===== src/rtl/b1_pkg.sv =====
// Shared definitions for the B1 report framer: sync bytes, packet geometry,
// FSM encoding and per-channel payload field offsets.
package b1_pkg;

    localparam logic [7:0] HDR0_DEFAULT = 8'hEB;
    localparam logic [7:0] HDR1_DEFAULT = 8'h90;

    localparam int PAY_LEN  = 32;
    localparam int PKT_LEN  = 37;
    localparam int CH_BYTES = 16;

    // Byte indices inside the packet (checksum is sent from its own state).
    localparam logic [5:0] IDX_HDR1     = 6'd1;
    localparam logic [5:0] IDX_SEQ      = 6'd2;
    localparam logic [5:0] IDX_LEN      = 6'd3;
    localparam logic [5:0] IDX_PAY      = 6'd4;
    localparam logic [5:0] IDX_LAST_PAY = 6'd35;

    // Byte offsets of each field inside one 16-byte channel block.
    localparam int OFF_CAR_NCO  = 0;
    localparam int OFF_PRN_NCO  = 4;
    localparam int OFF_PRN_PHS  = 8;
    localparam int OFF_BBP_REAL = 10;
    localparam int OFF_BBP_IMAG = 13;

    typedef enum logic [1:0] {
        ST_IDLE = 2'd0,
        ST_SEND = 2'd1,
        ST_CSUM = 2'd2
    } state_t;

    typedef struct packed {
        logic [31:0] car_nco;
        logic [31:0] prn_nco;
        logic [11:0] prn_phs;
        logic [23:0] bbp_real;
        logic [23:0] bbp_imag;
    } chan_t;

endpackage


===== src/rtl/b1_rpt_snapshot.sv =====
// Snapshot registers for both tracking channels plus the byte-select mux
// that serves payload bytes by packet byte index.
module b1_rpt_snapshot
    import b1_pkg::*;
(
    input  logic       clk,
    input  logic       rst,
    input  logic       load,
    input  chan_t      boc,
    input  chan_t      tmboc,
    input  logic [5:0] sel,
    output logic [7:0] byte_out
);

    chan_t snap_reg [2];
    logic [PAY_LEN-1:0][7:0] pay_bytes;

    always_ff @(posedge clk or posedge rst) begin
        if (rst) begin
            snap_reg[0] <= '0;
            snap_reg[1] <= '0;
        end else if (load) begin
            snap_reg[0] <= boc;
            snap_reg[1] <= tmboc;
        end
    end

    // Big-endian byte image: BOC block first, TMBOC block second.
    for (genvar gc = 0; gc < 2; gc++) begin : g_ch
        localparam int BASE = gc * CH_BYTES;
        for (genvar gi = 0; gi < 4; gi++) begin : g_nco
            assign pay_bytes[BASE + OFF_CAR_NCO + gi] = snap_reg[gc].car_nco[31 - 8*gi -: 8];
            assign pay_bytes[BASE + OFF_PRN_NCO + gi] = snap_reg[gc].prn_nco[31 - 8*gi -: 8];
        end
        assign pay_bytes[BASE + OFF_PRN_PHS]     = {4'h0, snap_reg[gc].prn_phs[11:8]};
        assign pay_bytes[BASE + OFF_PRN_PHS + 1] = snap_reg[gc].prn_phs[7:0];
        for (genvar gi = 0; gi < 3; gi++) begin : g_acc
            assign pay_bytes[BASE + OFF_BBP_REAL + gi] = snap_reg[gc].bbp_real[23 - 8*gi -: 8];
            assign pay_bytes[BASE + OFF_BBP_IMAG + gi] = snap_reg[gc].bbp_imag[23 - 8*gi -: 8];
        end
    end

    // Header indices 0..3 fall outside the payload window and read as zero.
    always_comb begin
        byte_out = 8'h00;
        for (int i = 0; i < PAY_LEN; i++) begin
            if (sel == IDX_PAY + 6'(i)) begin
                byte_out = pay_bytes[i];
            end
        end
    end

endmodule


===== src/rtl/b1_report_framer.sv =====
// Captures both B1 channels on an enabled PPS strobe and streams a 37-byte
// framed packet (sync, seq, length, payload, checksum) over valid/ready.
module b1_report_framer
    import b1_pkg::*;
#(
    parameter logic [7:0] HDR0 = HDR0_DEFAULT,
    parameter logic [7:0] HDR1 = HDR1_DEFAULT
) (
    input  logic        rx_clk,
    input  logic        rx_rst,
    input  logic        rx_pps,
    input  logic        rx_en,
    input  logic [31:0] rx_boc_car_nco,
    input  logic [31:0] rx_boc_prn_nco,
    input  logic [11:0] rx_boc_prn_phs,
    input  logic [23:0] rx_bbP_real,
    input  logic [23:0] rx_bbP_imag,
    input  logic [31:0] rx_tmboc_car_nco,
    input  logic [31:0] rx_tmboc_prn_nco,
    input  logic [11:0] rx_tmboc_prn_phs,
    input  logic [23:0] rx_tmbbP_real,
    input  logic [23:0] rx_tmbbP_imag,
    output logic [7:0]  tx_byte,
    output logic        tx_valid,
    input  logic        tx_ready,
    output logic        tx_busy,
    output logic [7:0]  tx_overrun
);

    state_t     state_reg;
    logic [5:0] idx_reg;
    logic [7:0] seq_reg;
    logic [7:0] csum_reg;
    logic [7:0] ovr_reg;
    logic [7:0] tx_byte_reg;
    logic       tx_valid_reg;
    logic       tx_busy_reg;

    logic [5:0] idx_next;
    logic [7:0] snap_byte;
    logic [7:0] byte_next;
    logic       accept;
    logic       start;
    logic       drop;
    chan_t      boc_in;
    chan_t      tmboc_in;

    assign boc_in   = {rx_boc_car_nco, rx_boc_prn_nco, rx_boc_prn_phs, rx_bbP_real, rx_bbP_imag};
    assign tmboc_in = {rx_tmboc_car_nco, rx_tmboc_prn_nco, rx_tmboc_prn_phs,
                       rx_tmbbP_real, rx_tmbbP_imag};

    assign idx_next = idx_reg + 6'd1;
    assign accept   = tx_valid_reg & tx_ready;
    assign start    = rx_pps & rx_en & (state_reg == ST_IDLE);
    // Any strobe outside IDLE is lost, including one on the checksum handoff.
    assign drop     = rx_pps & (state_reg != ST_IDLE);

    b1_rpt_snapshot u_snapshot (
        .clk      (rx_clk),
        .rst      (rx_rst),
        .load     (start),
        .boc      (boc_in),
        .tmboc    (tmboc_in),
        .sel      (idx_next),
        .byte_out (snap_byte)
    );

    always_comb begin
        byte_next = snap_byte;
        case (idx_next)
            IDX_HDR1: byte_next = HDR1;
            IDX_SEQ:  byte_next = seq_reg;
            IDX_LEN:  byte_next = 8'(PAY_LEN);
            default:  byte_next = snap_byte;
        endcase
    end

    always_ff @(posedge rx_clk or posedge rx_rst) begin
        if (rx_rst) begin
            state_reg    <= ST_IDLE;
            idx_reg      <= 6'd0;
            seq_reg      <= 8'd0;
            csum_reg     <= 8'd0;
            ovr_reg      <= 8'd0;
            tx_byte_reg  <= 8'd0;
            tx_valid_reg <= 1'b0;
            tx_busy_reg  <= 1'b0;
        end else begin
            if (drop && ovr_reg != 8'hFF) begin
                ovr_reg <= ovr_reg + 8'd1;
            end
            case (state_reg)
                ST_IDLE: begin
                    if (start) begin
                        state_reg    <= ST_SEND;
                        idx_reg      <= 6'd0;
                        tx_byte_reg  <= HDR0;
                        tx_valid_reg <= 1'b1;
                        tx_busy_reg  <= 1'b1;
                    end
                end
                ST_SEND: begin
                    if (accept) begin
                        idx_reg <= idx_next;
                        if (idx_reg >= IDX_SEQ) begin
                            csum_reg <= csum_reg + tx_byte_reg;
                        end
                        // Fold the last payload byte in directly so the sum is ready now.
                        if (idx_reg == IDX_LAST_PAY) begin
                            state_reg   <= ST_CSUM;
                            tx_byte_reg <= csum_reg + tx_byte_reg;
                        end else begin
                            tx_byte_reg <= byte_next;
                        end
                    end
                end
                ST_CSUM: begin
                    if (accept) begin
                        state_reg    <= ST_IDLE;
                        tx_valid_reg <= 1'b0;
                        tx_busy_reg  <= 1'b0;
                        seq_reg      <= seq_reg + 8'd1;
                        csum_reg     <= 8'd0;
                    end
                end
                default: state_reg <= ST_IDLE;
            endcase
        end
    end

    assign tx_byte    = tx_byte_reg;
    assign tx_valid   = tx_valid_reg;
    assign tx_busy    = tx_busy_reg;
    assign tx_overrun = ovr_reg;

endmodule


===== config.mk =====
export PLATFORM = sky130hd
export DESIGN_NAME = b1_report_framer
export DESIGN_NICKNAME = d
export VERILOG_FILES = /design/src/rtl/b1_pkg.sv /design/src/rtl/b1_rpt_snapshot.sv /design/src/rtl/b1_report_framer.sv
export SDC_FILE = /design/constraint.sdc
export NUM_CORES = 1
export LEC_CHECK = 0
export BUFFER_PORTS_ARGS = -buffer_cell sky130_fd_sc_hd__clkbuf_2
export CAP_MARGIN = 5
export CORE_ASPECT_RATIO = 1.1
export CORE_MARGIN = 2
export CORE_UTILIZATION = 51
export CTS_BUF_LIST = sky130_fd_sc_hd__clkbuf_4 sky130_fd_sc_hd__clkbuf_8
export CTS_CLUSTER_DIAMETER = 200
export DETAILED_ROUTE_END_ITERATION = 12
export PLACE_DENSITY = 0.77
export SLEW_MARGIN = 30
export SYNTH_ARGS = -nofsm -noshare
export SYNTH_HDL_FRONTEND = slang
export SYNTH_SLANG_ARGS = --single-unit

===== constraint.sdc =====
create_clock -name rx_clk -period 7.4 [get_ports rx_clk]
set_clock_uncertainty 0.05 [all_clocks]
set_input_delay 0 -clock rx_clk [delete_from_list [all_inputs] [get_ports rx_clk]]
set_output_delay 0 -clock rx_clk [all_outputs]
set_load 0.02 [all_outputs]

==> metrics.md <==
| Metric | Value |
|---|---|
| Starting density of the core | `52.1%` |
| Mapped cell area | `0.0150 mm²` |
| Peak supply drop | `0.208 mV` |
| Max_slew headroom | `36.3%` |
| Grt peak-use layer | `met2` |
| Initial antenna violation count | `5` |
| Grt met3 use | `7.41%` |
| Synth warn | `0` |
| Pwr Density | `roughly 370 mW/mm²` |
| Finished Layout Cells | `2,723` |
| Clock transition at path regs | `70 ps` |
| Routed via count | `16,418` |
| Crit path buffers/inverters | `0` |
| Final Max Slew Viols | `0` |
| WL/cell | `20.9 µm` |
| Setup Buffers After CTS | `0` |
| Max Cap Viol | `0` |
| Post-synth EDFFs | `0` |
| Layout area overhead | `34.2%` |
| Die Y | `184 µm` |
| Failing checks | `negative hold slack` |
| Clk Latency, worst-skew pair | `600 ps` |
| Critical Path Start Type | `flip-flop` |
| Synth top area share | `48.1%` |
| Number of global-route vias before repair | `16,498` |
| GR Overflow Total | `0` |
| DP Cell Count | `approximately 2,400` |
| # rows | `65` |
| Drt first pass iters | `7` |
| Count of input and output buffers | `270` |
| Routed WL | `56,900 µm` |
| CTS tree | `built` |
| Share of cells above drive strength 1 | `17.8%` |
| #FFs+latches synth | `289` |
| Critical Path End Type | `flip-flop` |
| FMAX | `243 MHz` |
| Worst hold path type | `in -> async` |
| Largest net degree at the start of global routing | `172` |
| DRC viols | `0` |
| Crit path kind | `reg -> reg` |
| Final hold vios | `22` |
| Cts bufs inserted | `between 40 and 50` |
| Required time of the critical path | `around 8000 ps` |
| Arrival @ worst endpoint | `4530 ps` |
| Ys async rst share | `100%` |
| Yosys top cell by area | `dfrtp_1` |
| RD Place Congestion | `0.928` |
| Syn Nets | `2,112` |
| Max reg flops | `248` |
| Syn_area_per_cell | `8.16 µm²` |
| Slew @ Worst Pin | `955 ps` |
| Final setup vio count | `0` |
| Die Width | `168 µm` |
| Delay-heaviest family, CP | `simple AND/OR/NAND/NOR gates` |
| Crit path max-delay cell type | `ha_1` |
| Setup_tns | `0 ps` |
| Root Driver | `clkbuf_8` |
| Routed vias/inst | `6.03` |
| Global-route wire length before repair | `87,800 µm` |
| Initial detailed-routing violation count | `~2,100` |
| Max Buffers Root-to-Sink | `3` |
| IO Pins | `271` |
| Grt met2 use | `between 50% and 60%` |
| CTS H-tree depth | `2` |
| Met1 Use GR | `45.4%` |
| Die area | `0.0309 mm²` |
| Top_reg_cell synth | `dfrtp_1` |
| Critical path peak fanout | `21` |
| DP HPWL | `34,200 µm` |
| Distinct cell type count after synthesis | `98` |
| DRT antenna net count | `0` |
| Worst path cell trace | `ha_1 > and2_1 > a31oi_4 > nor3_2 > nand2_1 > o221ai_1 > a211oi_1 > a2111oi_2 > o21ai_1` |
| Status | `finished, violations left` |
| Nets | `~2,600` |
| Fin crit share | `55.7%` |
| RSZ-0062 raised after global routing | `false` |
| CTS Sinks | `289` |
| Tot GR Track Use | `36.3%` |
| Leakage | `between 0.01 and 0.015 µW` |
| Crit path largest cell delay | `780 ps` |
| Post-synthesis sequential area ratio | `between 40% and 50%` |
| Final Critical Period | `just over 4000 ps` |
| Synthesized netlist cell count | `1,843` |
| Synth top area cells | `dfrtp_1 (48%), nand2_1 (20%), a21oi_1 (2.5%), o21ai_0 (2.0%), clkbuf_1 (1.9%)` |
| Core Area | `roughly 0.029 mm²` |
| WHS | `-15.6 ps` |
cell usage after synthesis (4+ instances only):
| cell | instances |
|---|---|
| a22o_1 | 7 |
| nand3b_1 | 8 |
| ha_1 | 15 |
| o31ai_1 | 8 |
| dfrtp_1 | 289 |
| xnor2_1 | 17 |
| and3_1 | 9 |
| o21ai_1 | 5 |
| nand4_1 | 10 |
| buf_2 | 17 |
| o22ai_1 | 34 |
| nor4_1 | 7 |
| xor2_1 | 5 |
| a32oi_1 | 5 |
| buf_4 | 7 |
| a31oi_1 | 8 |
| nor3_1 | 16 |
| o221ai_1 | 15 |
| nand2b_1 | 13 |
| a22oi_1 | 18 |
| nor2_1 | 65 |
| a211oi_1 | 16 |
| o21a_1 | 16 |
| a21oi_1 | 76 |
| a221oi_1 | 14 |
| a221o_1 | 9 |
| nand3_1 | 17 |
| mux2i_1 | 5 |
| clkbuf_1 | 77 |
| o21ai_0 | 60 |
| buf_6 | 5 |
| nor2b_1 | 6 |
| buf_1 | 17 |
| a21o_1 | 6 |
| o32ai_1 | 4 |
| inv_1 | 15 |
| o211ai_1 | 11 |
| nand2_1 | 810 |
| and2_1 | 8 |
worst reg2reg max path, delay by kind of cell (launching register included):
family	cells	cell delay, ps
AO/OA/AOI/OAI	5	1200
adder cells (fa/ha/maj)	1	780
AND/OR/NAND/NOR	3	1350
flip-flops	1	650
worst paths after layout:
path	start	end	slack (ps)	cells after the start
max	idx_reg[1]	tx_byte[2]	3280	9
min reg2reg	u_snapshot.pay_bytes[127]	u_snapshot.pay_bytes[127]	420	2
min	rx_rst	u_snapshot.pay_bytes[13]	-20	3
max in group asynchronous	rx_rst	u_snapshot.pay_bytes[97]	6060	5
max reg2reg	idx_reg[1]	tx_byte[2]	3280	9
min in group rx_clk	rx_tmboc_car_nco[15]	u_snapshot.pay_bytes[151]	90	4
layout make-up:
class,instances,area [µm²]
fillers,2035,8690
clock inverters,10,133
inverters,18,71.3
repair buffers,542,4110
flip-flops and latches,289,7230
clock buffers,74,937
well taps,368,460
diodes,9,22.5
multi-input cells,1413,7220
cell usage in the layout, fill, tap and decap left out, types with 6 or more instances in the layout:
master           n
nand4_1         10
clkbuf_8        61
inv_1           14
dfrtp_1        289
nand3_1         16
o31ai_1          8
diode_2          9
dlygate4sd3_1  253
a22o_1           7
nand2_1        810
and3_1           8
a21oi_1         76
a221o_1          9
a21o_1           6
a211oi_1        16
a31oi_1          8
nor4_1           7
nor2b_1          6
and2_1           8
nor3_1          16
o211ai_1        11
o22ai_1         34
clkbuf_4        13
xnor2_1         17
ha_1            12
o21a_1          16
a22oi_1         18
clkbuf_2       270
nand3b_1         8
a221oi_1        14
buf_4           13
nor2_1          65
o221ai_1        15
nand2b_1        13
o21ai_0         60
metal layers:
metal  part of all wire (%)  vias to the layer above
li1                       -                     7188
met1                     37                     7750
met2                     47                     1144
met3                    9.1                      334
met4                    6.8                        2
met5                  0.023                        -
kinds of logic (layout without fill, tap and decap cells):
family | after synthesis | after routing | share of synthesized area, %
xor gates and xnor gates | 22 | 22 | 1.28
DFF | 289 | 289 | 48.1
buffers and inverters | 141 | 644 | 4.09
muxes | 8 | 8 | 0.632
other | 0 | 9 | 0
AOI/OAI and AO/OA | 368 | 368 | 17.3
and+or+nand+nor | 999 | 999 | 27.2
adders and majority gates | 16 | 16 | 1.38
what timing repair did:
item,CTS,global route
resized for setup,0,0
hold buffers,253,0
endpoints found under the hold margin,303,0
power by group:
group	internal, µW	switching (µW)	total [µW]
clock network	910	680	1590
registers	2280	657	2930
logic	1080	1800	2880
total	4270	3130	7400
stage by stage:
step,util [%],setup WS (ps),area (µm²),power (µW)
after floorplan,-,3520,15000,4600
after global placement,57.0,3520,16500,5440
after detailed placement,57.0,3390,16500,5530
after CTS,69.5,3380,20100,7210
after global routing,69.9,3020,20200,7780
final,69.9,3280,20200,7400
(Power assumes the default switching activity.)
